<file path="config.mk">
export PLATFORM = sky130hd
export DESIGN_NAME = ct_iu_div_entry_lookup
export DESIGN_NICKNAME = d
export VERILOG_FILES = /design/src/rtl/ct_iu_div_entry_lookup_pkg.sv /design/src/rtl/ct_iu_div_entry_lookup_cmp.sv /design/src/rtl/ct_iu_div_entry_lookup.sv
export SDC_FILE = /design/constraint.sdc
export NUM_CORES = 1
export LEC_CHECK = 0
export BUFFER_PORTS_ARGS = -buffer_cell sky130_fd_sc_hd__buf_2
export CAP_MARGIN = 40
export CORE_AREA = 5 5 486 488
export DETAILED_ROUTE_END_ITERATION = 6
export DIE_AREA = 0 0 491 493
export SYNTH_ARGS = -nofsm -noshare
export SYNTH_HDL_FRONTEND = slang
export SYNTH_SLANG_ARGS = --single-unit
</file>
<file path="constraint.sdc">
create_clock -name div_clk -period 8.2 [get_ports div_clk]
set_input_delay 1.64 -clock div_clk [delete_from_list [all_inputs] [get_ports div_clk]]
set_output_delay 1.64 -clock div_clk [all_outputs]
set_load 0.03 [all_outputs]
</file>
<file path="src/rtl/ct_iu_div_entry_lookup_pkg.sv">
// rtl/ct_iu_div_entry_lookup_pkg.sv - shared FSM encoding and divide-entry field layout
package ct_iu_div_entry_lookup_pkg;

  typedef enum logic [1:0] {
    ST_IDLE   = 2'd0,
    ST_LOOKUP = 2'd1,
    ST_BUSY   = 2'd2,
    ST_WB     = 2'd3
  } div_state_e;

  localparam int DATA_W       = 64;
  localparam int ENTRY_W      = 258;
  localparam int DIVIDEND_LSB = 0;
  localparam int DIVISOR_LSB  = 64;
  localparam int QUO_LSB      = 128;
  localparam int REM_LSB      = 192;
  localparam int SIGNED_BIT   = 256;
  localparam int WORD_BIT     = 257;

endpackage

</file>
<file path="src/rtl/ct_iu_div_entry_lookup_cmp.sv">
// rtl/ct_iu_div_entry_lookup_cmp.sv - operand match of one cached divide entry
module ct_iu_div_entry_cmp (
  input  logic        entry_disable,
  input  logic [63:0] entry_dividend,
  input  logic [63:0] entry_divisor,
  input  logic        entry_signed,
  input  logic        entry_word,
  input  logic [63:0] op_src0,
  input  logic [63:0] op_src1,
  input  logic        op_signed,
  input  logic        op_word,
  output logic        hit
);

  assign hit = !entry_disable
            && (entry_dividend == op_src0)
            && (entry_divisor  == op_src1)
            && (entry_signed   == op_signed)
            && (entry_word     == op_word);

endmodule

</file>
<file path="src/rtl/ct_iu_div_entry_lookup.sv">
// rtl/ct_iu_div_entry_lookup.sv - divide result cache lookup in front of the iterative divider
module ct_iu_div_entry_lookup
  import ct_iu_div_entry_lookup_pkg::*;
(
  input  logic         div_clk,
  input  logic         cpurst_b,
  input  logic         cp0_iu_div_entry_disable,
  input  logic         rtu_yy_xx_flush,
  input  logic         idu_iu_div_sel,
  input  logic [63:0]  idu_iu_div_src0,
  input  logic [63:0]  idu_iu_div_src1,
  input  logic         idu_iu_div_signed,
  input  logic         idu_iu_div_word,
  input  logic         idu_iu_div_rem_sel,
  input  logic [6:0]   idu_iu_div_iid,
  output logic         div_iu_busy,
  input  logic [257:0] div_entry0_read_data,
  input  logic [257:0] div_entry1_read_data,
  output logic         div_entry0_read_vld,
  output logic         div_entry1_read_vld,
  output logic         div_entry_write_en,
  output logic [257:0] div_entry_write_data,
  output logic         div_core_start,
  output logic         div_core_kill,
  output logic [63:0]  div_core_src0,
  output logic [63:0]  div_core_src1,
  output logic         div_core_signed,
  output logic         div_core_word,
  input  logic         div_core_done,
  input  logic [63:0]  div_core_quotient,
  input  logic [63:0]  div_core_remainder,
  output logic         iu_rbus_div_vld,
  output logic [63:0]  iu_rbus_div_data,
  output logic [6:0]   iu_rbus_div_iid
);

  div_state_e  state_q, state_d;
  logic [63:0] src0_q, src0_d, src1_q, src1_d;
  logic [63:0] quo_q, quo_d, rem_q, rem_d;
  logic        signed_q, signed_d, word_q, word_d, rem_sel_q, rem_sel_d, miss_q, miss_d;
  logic [6:0]  iid_q, iid_d;
  logic        hit0, hit1;

  ct_iu_div_entry_cmp u_cmp0 (
    .entry_disable  (cp0_iu_div_entry_disable),
    .entry_dividend (div_entry0_read_data[DIVIDEND_LSB +: DATA_W]),
    .entry_divisor  (div_entry0_read_data[DIVISOR_LSB +: DATA_W]),
    .entry_signed   (div_entry0_read_data[SIGNED_BIT]),
    .entry_word     (div_entry0_read_data[WORD_BIT]),
    .op_src0        (src0_q),
    .op_src1        (src1_q),
    .op_signed      (signed_q),
    .op_word        (word_q),
    .hit            (hit0)
  );

  ct_iu_div_entry_cmp u_cmp1 (
    .entry_disable  (cp0_iu_div_entry_disable),
    .entry_dividend (div_entry1_read_data[DIVIDEND_LSB +: DATA_W]),
    .entry_divisor  (div_entry1_read_data[DIVISOR_LSB +: DATA_W]),
    .entry_signed   (div_entry1_read_data[SIGNED_BIT]),
    .entry_word     (div_entry1_read_data[WORD_BIT]),
    .op_src0        (src0_q),
    .op_src1        (src1_q),
    .op_signed      (signed_q),
    .op_word        (word_q),
    .hit            (hit1)
  );

  always_ff @(posedge div_clk) begin
    if (!cpurst_b) begin
      state_q   <= ST_IDLE;
      src0_q    <= '0;
      src1_q    <= '0;
      signed_q  <= 1'b0;
      word_q    <= 1'b0;
      rem_sel_q <= 1'b0;
      iid_q     <= '0;
      quo_q     <= '0;
      rem_q     <= '0;
      miss_q    <= 1'b0;
    end else begin
      state_q   <= state_d;
      src0_q    <= src0_d;
      src1_q    <= src1_d;
      signed_q  <= signed_d;
      word_q    <= word_d;
      rem_sel_q <= rem_sel_d;
      iid_q     <= iid_d;
      quo_q     <= quo_d;
      rem_q     <= rem_d;
      miss_q    <= miss_d;
    end
  end

  always_comb begin
    state_d   = state_q;
    src0_d    = src0_q;
    src1_d    = src1_q;
    signed_d  = signed_q;
    word_d    = word_q;
    rem_sel_d = rem_sel_q;
    iid_d     = iid_q;
    quo_d     = quo_q;
    rem_d     = rem_q;
    miss_d    = miss_q;
    case (state_q)
      ST_IDLE: begin
        if (idu_iu_div_sel && !rtu_yy_xx_flush) begin
          src0_d    = idu_iu_div_src0;
          src1_d    = idu_iu_div_src1;
          signed_d  = idu_iu_div_signed;
          word_d    = idu_iu_div_word;
          rem_sel_d = idu_iu_div_rem_sel;
          iid_d     = idu_iu_div_iid;
          state_d   = ST_LOOKUP;
        end
      end
      ST_LOOKUP: begin
        // Entry0 is checked first so it wins when both entries match.
        if (rtu_yy_xx_flush) begin
          state_d = ST_IDLE;
        end else if (hit0) begin
          quo_d   = div_entry0_read_data[QUO_LSB +: DATA_W];
          rem_d   = div_entry0_read_data[REM_LSB +: DATA_W];
          miss_d  = 1'b0;
          state_d = ST_WB;
        end else if (hit1) begin
          quo_d   = div_entry1_read_data[QUO_LSB +: DATA_W];
          rem_d   = div_entry1_read_data[REM_LSB +: DATA_W];
          miss_d  = 1'b0;
          state_d = ST_WB;
        end else begin
          state_d = ST_BUSY;
        end
      end
      ST_BUSY: begin
        if (rtu_yy_xx_flush) begin
          state_d = ST_IDLE;
        end else if (div_core_done) begin
          quo_d   = div_core_quotient;
          rem_d   = div_core_remainder;
          miss_d  = 1'b1;
          state_d = ST_WB;
        end
      end
      default: state_d = ST_IDLE;
    endcase
  end

  // Every output is qualified by cpurst_b so a reset cycle never leaks a pulse.
  always_comb begin
    div_iu_busy          = 1'b0;
    div_entry0_read_vld  = 1'b0;
    div_entry1_read_vld  = 1'b0;
    div_entry_write_en   = 1'b0;
    div_entry_write_data = '0;
    div_core_start       = 1'b0;
    div_core_kill        = 1'b0;
    div_core_src0        = '0;
    div_core_src1        = '0;
    div_core_signed      = 1'b0;
    div_core_word        = 1'b0;
    iu_rbus_div_vld      = 1'b0;
    iu_rbus_div_data     = '0;
    iu_rbus_div_iid      = '0;
    if (cpurst_b) begin
      div_iu_busy = (state_q != ST_IDLE);
      if (state_q == ST_LOOKUP && !rtu_yy_xx_flush) begin
        div_entry0_read_vld = hit0;
        div_entry1_read_vld = !hit0 && hit1;
        div_core_start      = !hit0 && !hit1;
      end
      if (state_q == ST_LOOKUP || state_q == ST_BUSY) begin
        div_core_src0   = src0_q;
        div_core_src1   = src1_q;
        div_core_signed = signed_q;
        div_core_word   = word_q;
      end
      div_core_kill = (state_q == ST_BUSY) && rtu_yy_xx_flush;
      if (state_q == ST_WB) begin
        if (!rtu_yy_xx_flush) begin
          iu_rbus_div_vld  = 1'b1;
          iu_rbus_div_data = rem_sel_q ? rem_q : quo_q;
          iu_rbus_div_iid  = iid_q;
        end
        if (miss_q && !cp0_iu_div_entry_disable) begin
          div_entry_write_en   = 1'b1;
          div_entry_write_data = {word_q, signed_q, rem_q, quo_q, src1_q, src0_q};
        end
      end
    end
  end

endmodule

</file>
== Word-level counts from Yosys, hierarchy flattened ==
Index checks and enable logic that the tools add are counted.
Operators by class
  add/sub/neg operators: 0
  multiply operators: 0
  divide/modulo/power cells: 0
  order comparisons: 0
  equality and inequality tests: 17
  shifts and indexed selects: 0
  muxes and demuxes: 57
  bitwise operators: 0
  reduce and logical (&&, ||, !) cells: 25
Operator list (count)
  64-bit two-way mux: 18
  258-bit two-way mux: 3
  64-bit == test: 4
  64-bit one-hot mux with 2 select lines: 2
  1-bit two-way mux: 25
  7-bit two-way mux: 3
  1-bit logical AND: 14
  2-bit two-way mux: 4
  2-bit != test, second input constant: 4
  3-bit != test, second input constant: 2
  2-bit one-hot mux with 3 select lines: 1
  5-bit AND reduction: 1
  1-bit == test: 4
  2-bit == test, second input constant: 2
  1-bit zero test: 4
  2-bit AND reduction: 2
  2-bit nonzero test: 2
  2-bit by 1-bit == test with 1-bit output, second input constant: 1
  2-bit zero test: 1
  1-bit one-hot mux with 2 select lines: 1
  1-bit logical OR: 1
Word-level totals
  flip-flop bits (word level): 269
  latch bits: 0
  RAM bits: 0
  bits in read-only memories: 0
  bits of input ports: 788
  output and inout bits: 466
  memories kept: 0

== Longest topological paths before layout ==
Gate-level depths: netlist of the first run.
  word-level depth: 9
  depth in mapped cells: 10
  depth with buffers taken out: 8

== Cells and area by module ==
Synthesis of the first run repeated with hierarchy kept, for this count alone.
Unflattened totals
  cells, all modules: 2723
  area, all modules: 19718.9 um^2
By module, submodules not included
  ct_iu_div_entry_lookup: times used 1, cells each 2217, area each 16345.7 um^2, seq. area each 5385.2 um^2
  ct_iu_div_entry_cmp: times used 2, cells each 253, area each 1686.6 um^2, seq. area each 0.0 um^2

== Least setup slack after synthesis of the first run ==
Ideal clock, no wire load.
  kind: input -> output
  start point: in div_entry1_read_data[24]
  end point: out div_entry1_read_vld
  data arrival time: 4379 ps
  required time: 6560 ps
  slack: 2181 ps
  stages on the path: 6
  path buffers: 0
  cell sequence: and2b_2 -> a2111o_1 -> or4_1 -> nor4_1 -> or4b_4 -> nor4b_1
On the way
  cells in the longest elaborated chain, start to end: 8
RTL lines
  from (decl): RTL line ct_iu_div_entry_lookup.sv:18  | input logic [257:0] div_entry1_read_data,
  64-bit == test: RTL line ct_iu_div_entry_lookup_cmp.sv:16  | && (entry_dividend == op_src0)
  1-bit logical AND: RTL line ct_iu_div_entry_lookup_cmp.sv:16
  1-bit logical AND: RTL line ct_iu_div_entry_lookup_cmp.sv:17  | && (entry_divisor == op_src1)
  1-bit logical AND: RTL line ct_iu_div_entry_lookup_cmp.sv:18  | && (entry_signed == op_signed)
  1-bit logical AND: RTL line ct_iu_div_entry_lookup_cmp.sv:19  | && (entry_word == op_word);
  1-bit logical AND: RTL line ct_iu_div_entry_lookup.sv:171  | div_entry1_read_vld = !hit0 && hit1;
  1-bit two-way mux: RTL line ct_iu_div_entry_lookup.sv:169  | if (state_q == ST_LOOKUP && !rtu_yy_xx_flush) begin
  1-bit two-way mux: RTL line ct_iu_div_entry_lookup.sv:167  | if (cpurst_b) begin
  to (decl): RTL line ct_iu_div_entry_lookup.sv:20  | output logic div_entry1_read_vld,
Every way passes these cells.

== Final worst setup path of the first run ==
  start point: in div_entry1_read_data[124]
  end point: out div_entry1_read_vld
On the way
  cells in the longest elaborated chain, start to end: 7
RTL lines (RTL line)
  64-bit == test: ct_iu_div_entry_lookup_cmp.sv:17
  1-bit logical AND: ct_iu_div_entry_lookup_cmp.sv:17
  1-bit logical AND: ct_iu_div_entry_lookup_cmp.sv:18
  1-bit logical AND: ct_iu_div_entry_lookup_cmp.sv:19
  1-bit logical AND: ct_iu_div_entry_lookup.sv:171
  1-bit two-way mux: ct_iu_div_entry_lookup.sv:169
  1-bit two-way mux: ct_iu_div_entry_lookup.sv:167
Every way passes these cells.

==> load_flow_metrics.sql, run 1 <==
INSERT INTO impl_metrics (metric_group, metric, value, unit) VALUES
('cts', 'clock_sinks', '269', ''),
('setup_path', 'timing.critical_path.fanout_max', '3', ''),
('setup_path', 'crit_path_start_kind', 'input pin', ''),
('synthesis', 'syn-cell-area', '19900', 'um2'),
('flow_run', 'cap_violations', '0', ''),
('cells_and_area', 'layout-area-overhead-vs-synth', '61.1', '%'),
('floorplan', 'design.die.area', '242000', 'um2'),
('setup_path', 'critPathMaxStageDelay', '0.79', 'ns'),
('global_routing', 'maximum_number_of_pins_on_one_net_before_global_route_repair', '136', ''),
('synthesis', 'synth_fp_nets', '3193', ''),
('place', 'dp_slack', '1.46', 'ns'),
('sta', 'hold_violation_total_from_the_final_report', '0', ''),
('synthesis', 'postSynth.asyncResetShare', '0', '%'),
('synthesis', 'synth_cell_type_count', '60', ''),
('pwr', 'power.density_cell_area', '173', 'nW/um2'),
('setup_path', 'worst_setup_path_end_kind', 'output port', ''),
('sta', 'rsz_0062_raised_after_global_routing', 'no', ''),
('global_routing', 'first_pass_grt_wire_length', '278000', 'um'),
('detailed_routing', 'highest_layer', 'met5', ''),
('detailed_routing', 'vias', '24300', ''),
('outcome', 'run_status', 'completed', ''),
('cts', 'cts_repair_resize_count', '0', ''),
('setup_path', 'crit_path_cell_trace', 'buf_2 > xnor2_1 > nand4_1 > or4_1 > nor4_1 > or4b_4 > nor4b_1 > buf_2', ''),
('worst_hold_path', 'timing.hold.worst.class', 'flip-flop to flip-flop', ''),
('cells_and_area', 'final_layout_size_suffix_gt1_share', '46.9', '%'),
('cells_and_area', 'total_nets_final', '4443', ''),
('detailed_routing', 'drt_first_pass_iters', '5', ''),
('sta', 'post-route-period-util', '82.9', '%'),
('pwr', 'power_leakage', '0.0140', 'uW'),
('setup_path', 'crit_path_buffers_inverters', '2', ''),
('setup_path', 'cpMaxStageDelayCell', 'sky130_fd_sc_hd__nor4b_1', ''),
('floorplan', 'floorplan.initialDensity', '8.58', '%'),
('cts', 'ctsRootBufferMaster', 'sky130_fd_sc_hd__clkbuf_16', ''),
('cts', 'tritoncts.num_buffers', '44', ''),
('detailed_routing', 'antenna_violating_nets_post_route', '0', ''),
('place', 'hpwlAfterDp', '198000', 'um'),
('detailed_routing', 'drtIter0Drc', '1662', ''),
('global_routing', 'grt_usage', '17.9', '%'),
('floorplan', 'core_area', '231000', 'um2'),
('detailed_routing', 'drc_errors', '0', ''),
('cts', 'cts-htree-levels', '2', ''),
('setup_path', 'critPathArrivalTime', '5.16', 'ns'),
('sta', 'finalWorstPathRequiredPeriod', '6.80', 'ns'),
('synthesis', 'instance_count_of_the_mapped_netlist', '2400', ''),
('sta', 'fmax', '147', 'MHz'),
('sta', 'final_critical_path_setup_slack', '1.40', 'ns'),
('synthesis', 'synth.yosys.seq_area_share', '27.1', '%'),
('setup_path', 'worstReg2RegStart', 'src0_q[5]', ''),
('detailed_routing', 'routed_wire_per_std_cell', '33.5', 'um'),
('setup_path', 'delay_heaviest_family_cp', 'simple AND/OR/NAND/NOR gates', ''),
('worst_hold_path', 'min-delay-start', 'src0_q[25]', ''),
('setup_path', 'crit_top_cell', 'sky130_fd_sc_hd__buf_2', ''),
('cts', 'cts.clk_slew.worst_paths', '0.06', 'ns'),
('setup_path', 'worstPathRequired', '6.56', 'ns'),
('synthesis', 'synth-main-ff-cell', 'sky130_fd_sc_hd__dfxtp_1', ''),
('pwr', 'irDropWorstVdd', '134', 'uV'),
('cts', 'post_cts_buffers', '0', ''),
('sta', 'drv_slew', '0', ''),
('synthesis', 'synthesis.yosys.warnings', '0', ''),
('detailed_routing', 'routed_met1_length', '91000', 'um'),
('cts', 'clkLatencyLatePin', '0.64', 'ns'),
('floorplan', 'io_pins', '1254', ''),
('detailed_routing', 'routed_wl', '228000', 'um'),
('global_routing', 'initial_antenna_violation_count', '197', ''),
('global_routing', 'globalRouteOverflowTotal', '0', ''),
('place', 'gp_congestion', '0.980', ''),
('sta', 'setup_skew', '0.0216', 'ns'),
('floorplan', 'chipHeight', '493', 'um'),
('detailed_routing', 'wl_met3', '17000', 'um'),
('synthesis', 'synth.avg_cell_area', '8.28', 'um2'),
('detailed_routing', 'vias_per_cell', '3.57', '');
==> final cells by class <==
class / count / area, um2
antenna: 69 / 173
clock inverter: 22 / 233
tap: 3043 / 3810
inverter: 208 / 786
timing repair buffer: 1377 / 7580
fill: 26700 / 199000
clock buffer: 59 / 1280
sequential: 269 / 5390
multi-input combinational: 1750 / 12700
==> final timing paths <==
kind | end | slack, ns | depth (start not counted)
setup / recovery | div_entry1_read_vld | 1.40 | 8
hold / removal | src0_q[25] | 0.46 | 2
setup reg to reg | rem_q[29] | 3.31 | 11
hold reg to reg | src0_q[25] | 0.46 | 2
==> registers in the layout, indices dropped and copies added, names as in the netlist <==
signal     cells
quo_q         64
rem_q         64
src0_q        64
src1_q        64
iid_q          7
state_q        2
miss_q         1
rem_sel_q      1
signed_q       1
word_q         1
==> cell usage after synthesis (2+ instances only) <==
library cell / number / area (um2)
sky130_fd_sc_hd__dfxtp_1: 269 / 5390
sky130_fd_sc_hd__ha_1: 5 / 62.6
sky130_fd_sc_hd__buf_4: 2 / 15.0
sky130_fd_sc_hd__mux2_2: 128 / 1440
sky130_fd_sc_hd__o22ai_1: 34 / 213
sky130_fd_sc_hd__clkbuf_8: 6 / 82.6
sky130_fd_sc_hd__inv_1: 207 / 777
sky130_fd_sc_hd__o22ai_2: 120 / 1500
sky130_fd_sc_hd__buf_1: 11 / 41.3
sky130_fd_sc_hd__buf_8: 22 / 330
sky130_fd_sc_hd__a22oi_1: 2 / 15.0
sky130_fd_sc_hd__nand4_1: 33 / 206
sky130_fd_sc_hd__buf_6: 4 / 45.0
sky130_fd_sc_hd__o21ai_0: 3 / 15.0
sky130_fd_sc_hd__and2_1: 264 / 1650
sky130_fd_sc_hd__mux2i_1: 193 / 1930
sky130_fd_sc_hd__a21oi_1: 141 / 706
sky130_fd_sc_hd__buf_12: 5 / 100
sky130_fd_sc_hd__or4_1: 2 / 15.0
sky130_fd_sc_hd__a2111oi_0: 23 / 201
sky130_fd_sc_hd__or2b_2: 2 / 17.5
sky130_fd_sc_hd__xnor2_1: 84 / 736
sky130_fd_sc_hd__a221oi_1: 4 / 35.0
sky130_fd_sc_hd__clkbuf_1: 123 / 462
sky130_fd_sc_hd__xor2_1: 61 / 534
sky130_fd_sc_hd__nand2b_1: 15 / 93.8
sky130_fd_sc_hd__a22o_1: 7 / 61.3
sky130_fd_sc_hd__o2111ai_1: 5 / 43.8
sky130_fd_sc_hd__and3_1: 131 / 820
sky130_fd_sc_hd__nor2_1: 74 / 278
sky130_fd_sc_hd__nor4_1: 30 / 188
sky130_fd_sc_hd__a2111o_1: 2 / 22.5
sky130_fd_sc_hd__nor2b_1: 65 / 407
sky130_fd_sc_hd__nand2_1: 280 / 1050
sky130_fd_sc_hd__nand3_1: 5 / 25.0
sky130_fd_sc_hd__o2bb2ai_1: 13 / 114
sky130_fd_sc_hd__a222oi_1: 2 / 20.0
==> worst register-to-register path, stage by stage (launching register included) <==
cell	delay (ns)
sky130_fd_sc_hd__dfxtp_1	0.69
sky130_fd_sc_hd__buf_4	0.32
sky130_fd_sc_hd__xor2_1	0.11
sky130_fd_sc_hd__nor4_1	0.50
sky130_fd_sc_hd__buf_2	0.28
sky130_fd_sc_hd__nand4_1	0.18
sky130_fd_sc_hd__nor4_1	0.49
sky130_fd_sc_hd__nand4_4	0.34
sky130_fd_sc_hd__buf_12	0.29
sky130_fd_sc_hd__mux2_2	0.98
sky130_fd_sc_hd__mux2i_1	0.43
sky130_fd_sc_hd__o22ai_2	0.14
==> where the power goes <==
group | internal (uW) | leakage (uW) | total (uW) | switching (uW)
Clock | 1200 | 0.000754 | 2050 | 850
Combinational | 612 | 0.0110 | 1720 | 1110
Sequential | 1450 | 0.00219 | 1760 | 309
==> layout by cell type (no fill, tap or decap), drive strengths merged, types with 5 or more instances in the layout <==
cell type,n
ha,5
a21oi,141
a22o,7
o22ai,154
nand2b,15
nor2b,66
diode,69
nand2,280
xor2,61
xnor2,84
clkbuf,59
mux2,128
o2111ai,5
mux2i,193
and2,265
and3,132
a2111oi,23
nand4,34
dfxtp,269
clkinv,10
nor2,74
nand3,5
buf,1375
o2bb2ai,13
nor4,30
inv,216
==> per-layer routing <==
layer	up-vias	GRT usage, %
li1	10700	-
met1	11500	21.0
met2	1507	30.8
met3	459	4.90
met4	58	7.32
met5	-	0
==> through the flow <==
| stage | instance area [um2] | hold slack, ns | total power [uW] | util, % | instances |
|---|---|---|---|---|---|
| floorplan | 19900 | 0.432 | 2440 | - | 2400 |
| global placement | 29700 | 0.445 | 3500 | 12.8 | 6606 |
| detailed placement | 30300 | 0.449 | 3570 | 13.1 | 6647 |
| CTS | 31800 | 0.457 | 5710 | 13.7 | 6728 |
| global route | 31900 | 0.480 | 5800 | 13.8 | 6757 |
| finish | 32000 | 0.455 | 5540 | 13.8 | 6797 |
==> logic make-up after synthesis <==
group	share of synthesized area, %
buf+inv	9.35
xor+xnor	6.39
compound gates	15.2
flops	27.1
fa+ha+maj	0.315
mux	17.0
simple gates	24.6
Power figures use the tool's default switching activity.
==> inputs of run 2 (changes only) <==
- CORE_AREA: 5 5 486 488 -> 5 5 478 480
- DIE_AREA: 0 0 491 493 -> 0 0 483 485
- clock period: 8.2 -> 6.7 ns (I/O delays scaled with it)
==> load_flow_metrics.sql, run 2 (same netlist as run 1, synthesis figures left out) <==
INSERT INTO impl_metrics (metric_group, metric, value, unit) VALUES
('outcome', 'run_status', 'completed', ''),
('detailed_routing', 'antenna_violating_nets_post_route', '0', ''),
('cts', 'clkLatencyLatePin', '0.67', 'ns'),
('detailed_routing', 'vias_per_cell', '3.63', ''),
('cts', 'ctsRootBufferMaster', 'sky130_fd_sc_hd__clkbuf_16', ''),
('global_routing', 'maximum_number_of_pins_on_one_net_before_global_route_repair', '135', ''),
('worst_hold_path', 'holdPathStages', '2', ''),
('setup_path', 'cpMaxStageDelayCell', 'sky130_fd_sc_hd__nor4b_2', ''),
('sta', 'drv_slew', '0', ''),
('flow_run', 'cap_violations', '0', ''),
('pwr', 'power.density_cell_area', '209', 'nW/um2'),
('floorplan', 'fp.dieW', '483', 'um'),
('setup_path', 'worst_setup_path_end_kind', 'output port', ''),
('cts', 'tritoncts', 'built', ''),
('global_routing', 'initial_antenna_violation_count', '235', ''),
('setup_path', 'critPathMaxStageDelay', '0.60', 'ns'),
('place', 'gp_congestion', '0.929', ''),
('detailed_routing', 'routed_wl', '228000', 'um'),
('floorplan', 'floorplan.initialDensity', '8.88', '%'),
('sta', 'hold_violation_total_from_the_final_report', '0', ''),
('sta', 'setup_viol', '0', ''),
('global_routing', 'grt_pass1_vias', '24100', ''),
('floorplan', 'io_pins', '1254', ''),
('setup_path', 'delay_heaviest_family_cp', 'simple AND/OR/NAND/NOR gates', ''),
('cells_and_area', 'layout-area-overhead-vs-synth', '60.3', '%'),
('setup_path', 'timing.reg2reg.setup_slack', '1.90', 'ns'),
('cts', 'cts-htree-levels', '2', ''),
('detailed_routing', 'routed_wire_per_std_cell', '33.7', 'um'),
('global_routing', 'grt_usage', '18.5', '%'),
('cts', 'max-clock-path-buffers', '3', ''),
('detailed_routing', 'drt_first_pass_iters', '5', ''),
('cells_and_area', 'final_layout_size_suffix_gt1_share', '46.8', '%'),
('floorplan', 'design.die.area', '234000', 'um2'),
('global_routing', 'globalRouteOverflowTotal', '0', ''),
('cells_and_area', 'number_of_fill_cells_in_the_layout', '26000', ''),
('cells_and_area', 'total_nets_final', '4445', ''),
('worst_hold_path', 'holdPathEnd', 'iid_q[2]', ''),
('cts', 'clock_sinks', '269', ''),
('place', 'port_buffers', '1253', ''),
('cts', 'cts_repair_resize_count', '0', ''),
('sta', 'timing.slew.headroom', '38.3', '%'),
('place', 'dp_slack', '0.530', 'ns'),
('sta', 'worstMarginPinSlew', '0.926', 'ns'),
('detailed_routing', 'vias', '24500', ''),
('setup_path', 'crit_path_buffers_inverters', '2', ''),
('sta', 'final_critical_path_setup_slack', '0.665', 'ns'),
('setup_path', 'timing.critical_path.fanout_max', '3', ''),
('setup_path', 'worstReg2RegStart', 'src0_q[11]', ''),
('sta', 'finalWorstPathRequiredPeriod', '6.04', 'ns'),
('pwr', 'power_leakage', '0.0139', 'uW'),
('worst_hold_path', 'timing.hold.worst.class', 'flip-flop to flip-flop', ''),
('pwr', 'irDropWorstVdd', '209', 'uV'),
('detailed_routing', 'drtIter0Drc', '1691', ''),
('cts', 'ctsHoldBuffers', '0', ''),
('floorplan', 'rows', '174', ''),
('setup_path', 'crit_path_cell_trace', 'buf_2 > xnor2_1 > nand4_1 > or4_1 > nor4_1 > or4b_4 > nor4b_2 > buf_2', ''),
('setup_path', 'critPathArrivalTime', '4.70', 'ns'),
('sta', 'fmax', '166', 'MHz'),
('cells_and_area', 'top_library_cells_by_usage_in_the_layout_fill_and_taps_aside', '1,254 x sky130_fd_sc_hd__buf_2, 280 x sky130_fd_sc_hd__nand2_1, 267 x sky130_fd_sc_hd__dfxtp_1, 264 x sky130_fd_sc_hd__and2_1, 207 x sky130_fd_sc_hd__inv_1', ''),
('sta', 'rsz_0062_raised_after_global_routing', 'no', ''),
('place', 'hpwlAfterDp', '199000', 'um'),
('floorplan', 'core_area', '224000', 'um2'),
('global_routing', 'first_pass_grt_wire_length', '279000', 'um'),
('sta', 'setup_skew', '0.0290', 'ns'),
('setup_path', 'crit_top_cell', 'sky130_fd_sc_hd__buf_2', ''),
('detailed_routing', 'drc_errors', '0', ''),
('floorplan', 'chipHeight', '485', 'um'),
('cells_and_area', 'layout_commonest_cell', 'sky130_fd_sc_hd__buf_2', ''),
('cts', 'cts.clk_slew.worst_paths', '0.06', 'ns'),
('cts', 'post_cts_buffers', '0', ''),
('setup_path', 'crit_path_start_kind', 'input pin', ''),
('setup_path', 'criticalPathCategory', 'input pin to output port', ''),
('worst_hold_path', 'min-delay-start', 'iid_q[2]', ''),
('cts', 'tritoncts.num_buffers', '43', ''),
('sta', 'hold_slack', '0.448', 'ns'),
('cells_and_area', 'final_core_utilization', '14.2', '%'),
('sta', 'post-route-period-util', '90.1', '%'),
('setup_path', 'worstPathRequired', '5.36', 'ns'),
('setup_path', 'timing.rr.end', 'rem_q[35]', ''),
('setup_path', 'worst-r2r-cell-count', '11', '');
==> run 2: cell types whose count changed in the layout (fill, tap and decap cells not counted), moves of 3 or more <==
cell                         previous run  this run
sky130_fd_sc_hd__inv_8                  3         0
sky130_fd_sc_hd__a2111oi_0             16        22
sky130_fd_sc_hd__clkinvlp_4             1         5
sky130_fd_sc_hd__clkbuf_16             46        43
sky130_fd_sc_hd__buf_2               1259      1254
sky130_fd_sc_hd__diode_2               69        76
sky130_fd_sc_hd__clkbuf_8               8         4
sky130_fd_sc_hd__nor4_1                27        30
sky130_fd_sc_hd__buf_16                11         7
sky130_fd_sc_hd__nor4_2                 3         0
sky130_fd_sc_hd__a2111oi_1              5         1
sky130_fd_sc_hd__buf_12                 7        10
sky130_fd_sc_hd__buf_4                 83        96
==> run 2: stage by stage <==
step	area (um2)	instances	TNS (ns)	total power, uW
5_1_grt	31700	6700	0	6970
2_1_floorplan	19900	2400	0	2990
3_3_place_gp	29800	6577	-0.330	4270
3_5_place_dp	30200	6599	0	4320
6_report	31800	6753	0	6670
4_1_cts	31600	6677	0	6830
==> run 2: final cells by class <==
cell class / instances / area (um2) / share of cell area (%)
antenna: 76 / 190 / 0.597
clock buffer: 54 / 1160 / 3.64
clock inverter: 24 / 285 / 0.896
inverter: 208 / 786 / 2.47
multi-input combinational: 1750 / 12700 / 39.9
sequential: 269 / 5390 / 16.9
tap: 2992 / 3740 / 11.8
timing repair buffer: 1380 / 7580 / 23.8
==> run 2: power by group <==
group	internal, uW	switching (uW)
clock network	1390	1030
registers	1780	440
logic	742	1280
==> run 2: worst reg2reg max path, delay by kind of cell (launching register included) <==
family | cells | cell delay [ns]
buffers and inverters | 4 | 1.31
AO/OA/AOI/OAI | 2 | 0.31
AND/OR/NAND/NOR | 3 | 1.44
flip-flops | 1 | 0.92
multiplexers | 2 | 0.66
==> run 2: worst max-delay path by stage <==
stage / startpoint / end / slack, ns / cells past startpoint
floorplan: div_entry1_read_data[24] / div_entry1_read_vld / 1.28 / 6
global placement: div_entry1_read_data[15] / div_entry1_read_vld / -0.33 / 9
detailed placement: div_entry1_read_data[124] / div_entry1_read_vld / 0.53 / 8
CTS: div_entry1_read_data[124] / div_entry1_read_vld / 0.51 / 8
global route: div_entry1_read_data[124] / div_entry1_read_vld / 0.51 / 8
finish: div_entry1_read_data[124] / div_entry1_read_vld / 0.66 / 8
==> run 2: per-layer routing <==
metal	vias to the layer above	global-route usage, %	wire length [um]	part of all wire (%)
met1	11600	20.9	87200	38
met5	-	0	541	0.24
met3	479	5.88	19600	8.6
li1	10800	-	-	-
met2	1583	32.5	110000	48
met4	86	6.54	10500	4.6
==> inputs of run 3 (changes only) <==
- CORE_AREA: 5 5 478 480 -> 5 5 487 489
- CTS_BUF_LIST: default -> sky130_fd_sc_hd__clkbuf_4
- DIE_AREA: 0 0 483 485 -> 0 0 492 494
==> load_flow_metrics.sql, run 3 (same netlist as run 1, synthesis figures left out) <==
INSERT INTO impl_metrics (metric_group, metric, value, unit) VALUES
('pwr', 'irDropWorstVdd', '107', 'uV'),
('floorplan', 'fp.dieW', '492', 'um'),
('cells_and_area', 'final_cells', '6877', ''),
('flow_run', 'cap_violations', '0', ''),
('floorplan', 'rows', '177', ''),
('place', 'gp_congestion', '0.918', ''),
('global_routing', 'grt_pass1_vias', '24200', ''),
('pwr', 'power.density_cell_area', '194', 'nW/um2'),
('pwr', 'sw_frac_of_total', '43.4', '%'),
('detailed_routing', 'drt_first_pass_iters', '6', ''),
('sta', 'drv_slew', '0', ''),
('cts', 'max-clock-path-buffers', '3', ''),
('detailed_routing', 'vias_per_cell', '3.64', ''),
('setup_path', 'timing.critical_path.fanout_max', '5', ''),
('setup_path', 'worstPathRequired', '5.36', 'ns'),
('cts', 'ctsRootBufferMaster', 'sky130_fd_sc_hd__clkbuf_4', ''),
('detailed_routing', 'drc_errors', '0', ''),
('setup_path', 'criticalPathCategory', 'flip-flop to output port', ''),
('cells_and_area', 'layout_commonest_cell', 'sky130_fd_sc_hd__buf_2', ''),
('pwr', 'power_leakage', '0.0139', 'uW'),
('sta', 'hold_violation_total_from_the_final_report', '0', ''),
('global_routing', 'initial_antenna_violation_count', '257', ''),
('global_routing', 'grt_usage', '18.4', '%'),
('pwr', 'net-switching-power', '2670', 'uW'),
('cts', 'tritoncts', 'built', ''),
('sta', 'finalWorstPathRequiredPeriod', '6.30', 'ns'),
('cts', 'ctsHoldBuffers', '0', ''),
('setup_path', 'crit_path_start_kind', 'flip-flop', ''),
('setup_path', 'worst_setup_path_end_kind', 'output port', ''),
('cells_and_area', 'top_library_cells_by_usage_in_the_layout_fill_and_taps_aside', '1,253 x sky130_fd_sc_hd__buf_2, 280 x sky130_fd_sc_hd__nand2_1, 267 x sky130_fd_sc_hd__dfxtp_1, 264 x sky130_fd_sc_hd__and2_1, 207 x sky130_fd_sc_hd__inv_1', ''),
('detailed_routing', 'routed_wl', '234000', 'um'),
('cts', 'cts-htree-levels', '3', ''),
('cells_and_area', 'total_nets_final', '4492', ''),
('cts', 'post_cts_buffers', '0', ''),
('sta', 'timing.slew.headroom', '13.8', '%'),
('floorplan', 'io_pins', '1254', ''),
('sta', 'setup_viol', '0', ''),
('sta', 'fmax', '159', 'MHz'),
('place', 'port_buffers', '1253', ''),
('outcome', 'run_status', 'completed', ''),
('cells_and_area', 'final_layout_size_suffix_gt1_share', '47.6', '%'),
('sta', 'timing.setup.tns', '0', 'ns'),
('cts', 'clkLatencyLatePin', '1.10', 'ns'),
('sta', 'rsz_0062_raised_after_global_routing', 'no', ''),
('floorplan', 'floorplan.initialDensity', '8.57', '%'),
('pwr', 'post_layout_power', '6150', 'uW'),
('floorplan', 'core_area', '232000', 'um2'),
('cts', 'tritoncts.num_buffers', '87', ''),
('global_routing', 'maximum_number_of_pins_on_one_net_before_global_route_repair', '139', ''),
('pwr', 'combinational_power_share', '32.6', '%'),
('sta', 'post-route-period-util', '94.0', '%'),
('cts', 'cts.clk_slew.worst_paths', '0.06', 'ns'),
('cts', 'clock_sinks', '269', ''),
('pwr', 'register_share_of_total_power', '36.4', '%'),
('sta', 'setup_skew', '0.0802', 'ns'),
('place', 'hpwlAfterDp', '204000', 'um'),
('sta', 'worstMarginPinSlew', '1.29', 'ns'),
('setup_path', 'critPathArrivalTime', '4.96', 'ns'),
('floorplan', 'chipHeight', '494', 'um'),
('cts', 'cts_repair_resize_count', '0', ''),
('detailed_routing', 'antenna_violating_nets_post_route', '0', ''),
('detailed_routing', 'vias', '25000', ''),
('global_routing', 'first_pass_grt_wire_length', '285000', 'um'),
('cells_and_area', 'layout-area-overhead-vs-synth', '59.8', '%'),
('detailed_routing', 'drtIter0Drc', '1915', ''),
('detailed_routing', 'routed_wire_per_std_cell', '34.0', 'um'),
('global_routing', 'globalRouteOverflowTotal', '0', ''),
('floorplan', 'design.die.area', '243000', 'um2'),
('worst_hold_path', 'timing.hold.worst.class', 'flip-flop to flip-flop', ''),
('pwr', 'cell_internal_pwr', '3480', 'uW'),
('pwr', 'p_clk_share', '31.0', '%'),
('place', 'dp_cells', '6653', '');
## run 3: cell types whose count changed in the layout (fill, tap and decap cells not counted), sizes merged
| cell | change |
|---|---|
| buf | +3 |
| inv | -5 |
| clkinv | +17 |
| bufinv | -1 |
| clkbuf | +65 |
| clkinvlp | -3 |
| diode | -3 |
## run 3: final cells by class
| type | instances | area [um2] |
|---|---|---|
| Inverter | 208 | 786 |
| Clock inverter | 32 | 226 |
| Timing Repair Buffer | 1383 | 7740 |
| Multi-Input combinational cell | 1750 | 12700 |
| Fill cell | 26800 | 200000 |
| Clock buffer | 119 | 893 |
| Sequential cell | 269 | 5390 |
| Antenna cell | 73 | 183 |
| Tap cell | 3043 | 3810 |
## run 3: path summary, 6_finish.rpt
path | startpoint | end | slack (ns) | cells past startpoint
worst min register to register | iid_q[2] | iid_q[2] | 0.45 | 2
worst max register to register | src0_q[57] | rem_q[46] | 1.92 | 12
worst max-delay path | src0_q[3] | div_core_start | 0.40 | 8
worst min-delay path | iid_q[2] | iid_q[2] | 0.45 | 2
## run 3: power by group through the flow
stage                     Sequential, uW  Clock, uW  Combinational (uW)
after global routing                2260       2080                2140
final                               2240       1910                2010
after detailed placement            2290          0                2030
after floorplan                     1940          0                1050
after CTS                           2260       2030                2040
after global placement              2360          0                1890
## run 3: metal layers
layer / share of wire (%) / vias to the layer above / GRT usage, %
met2: 47 / 1650 / 31.7
li1: - / 10900 / -
met1: 40 / 11800 / 21.5
met4: 4.1 / 116 / 5.83
met3: 8.5 / 571 / 6.08
met5: 0.34 / - / 0
## run 3: metrics by stage
| stage | hold slack (ns) | cell area (um2) | setup slack (ns) | utilization [%] |
|---|---|---|---|---|
| finish | 0.453 | 31800 | 0.405 | 13.7 |
| global route | 0.283 | 31700 | 0.252 | 13.7 |
| CTS | 0.212 | 31600 | 0.139 | 13.6 |
| detailed placement | 0.443 | 30400 | 0.858 | 13.1 |
| global placement | 0.439 | 29900 | 0.785 | 12.9 |
| floorplan | 0.432 | 19900 | 1.28 | - |
## run 3: critical path: stages (launching register included)
cell and delay [ns]:
sky130_fd_sc_hd__dfxtp_1 0.91, sky130_fd_sc_hd__inv_1 0.23, sky130_fd_sc_hd__a2111o_1 0.41, sky130_fd_sc_hd__a2111oi_0 0.69, sky130_fd_sc_hd__nand4_1 0.16, sky130_fd_sc_hd__or4b_4 0.66
sky130_fd_sc_hd__o21ai_0 0.43, sky130_fd_sc_hd__nor2_1 0.15, sky130_fd_sc_hd__buf_2 0.22
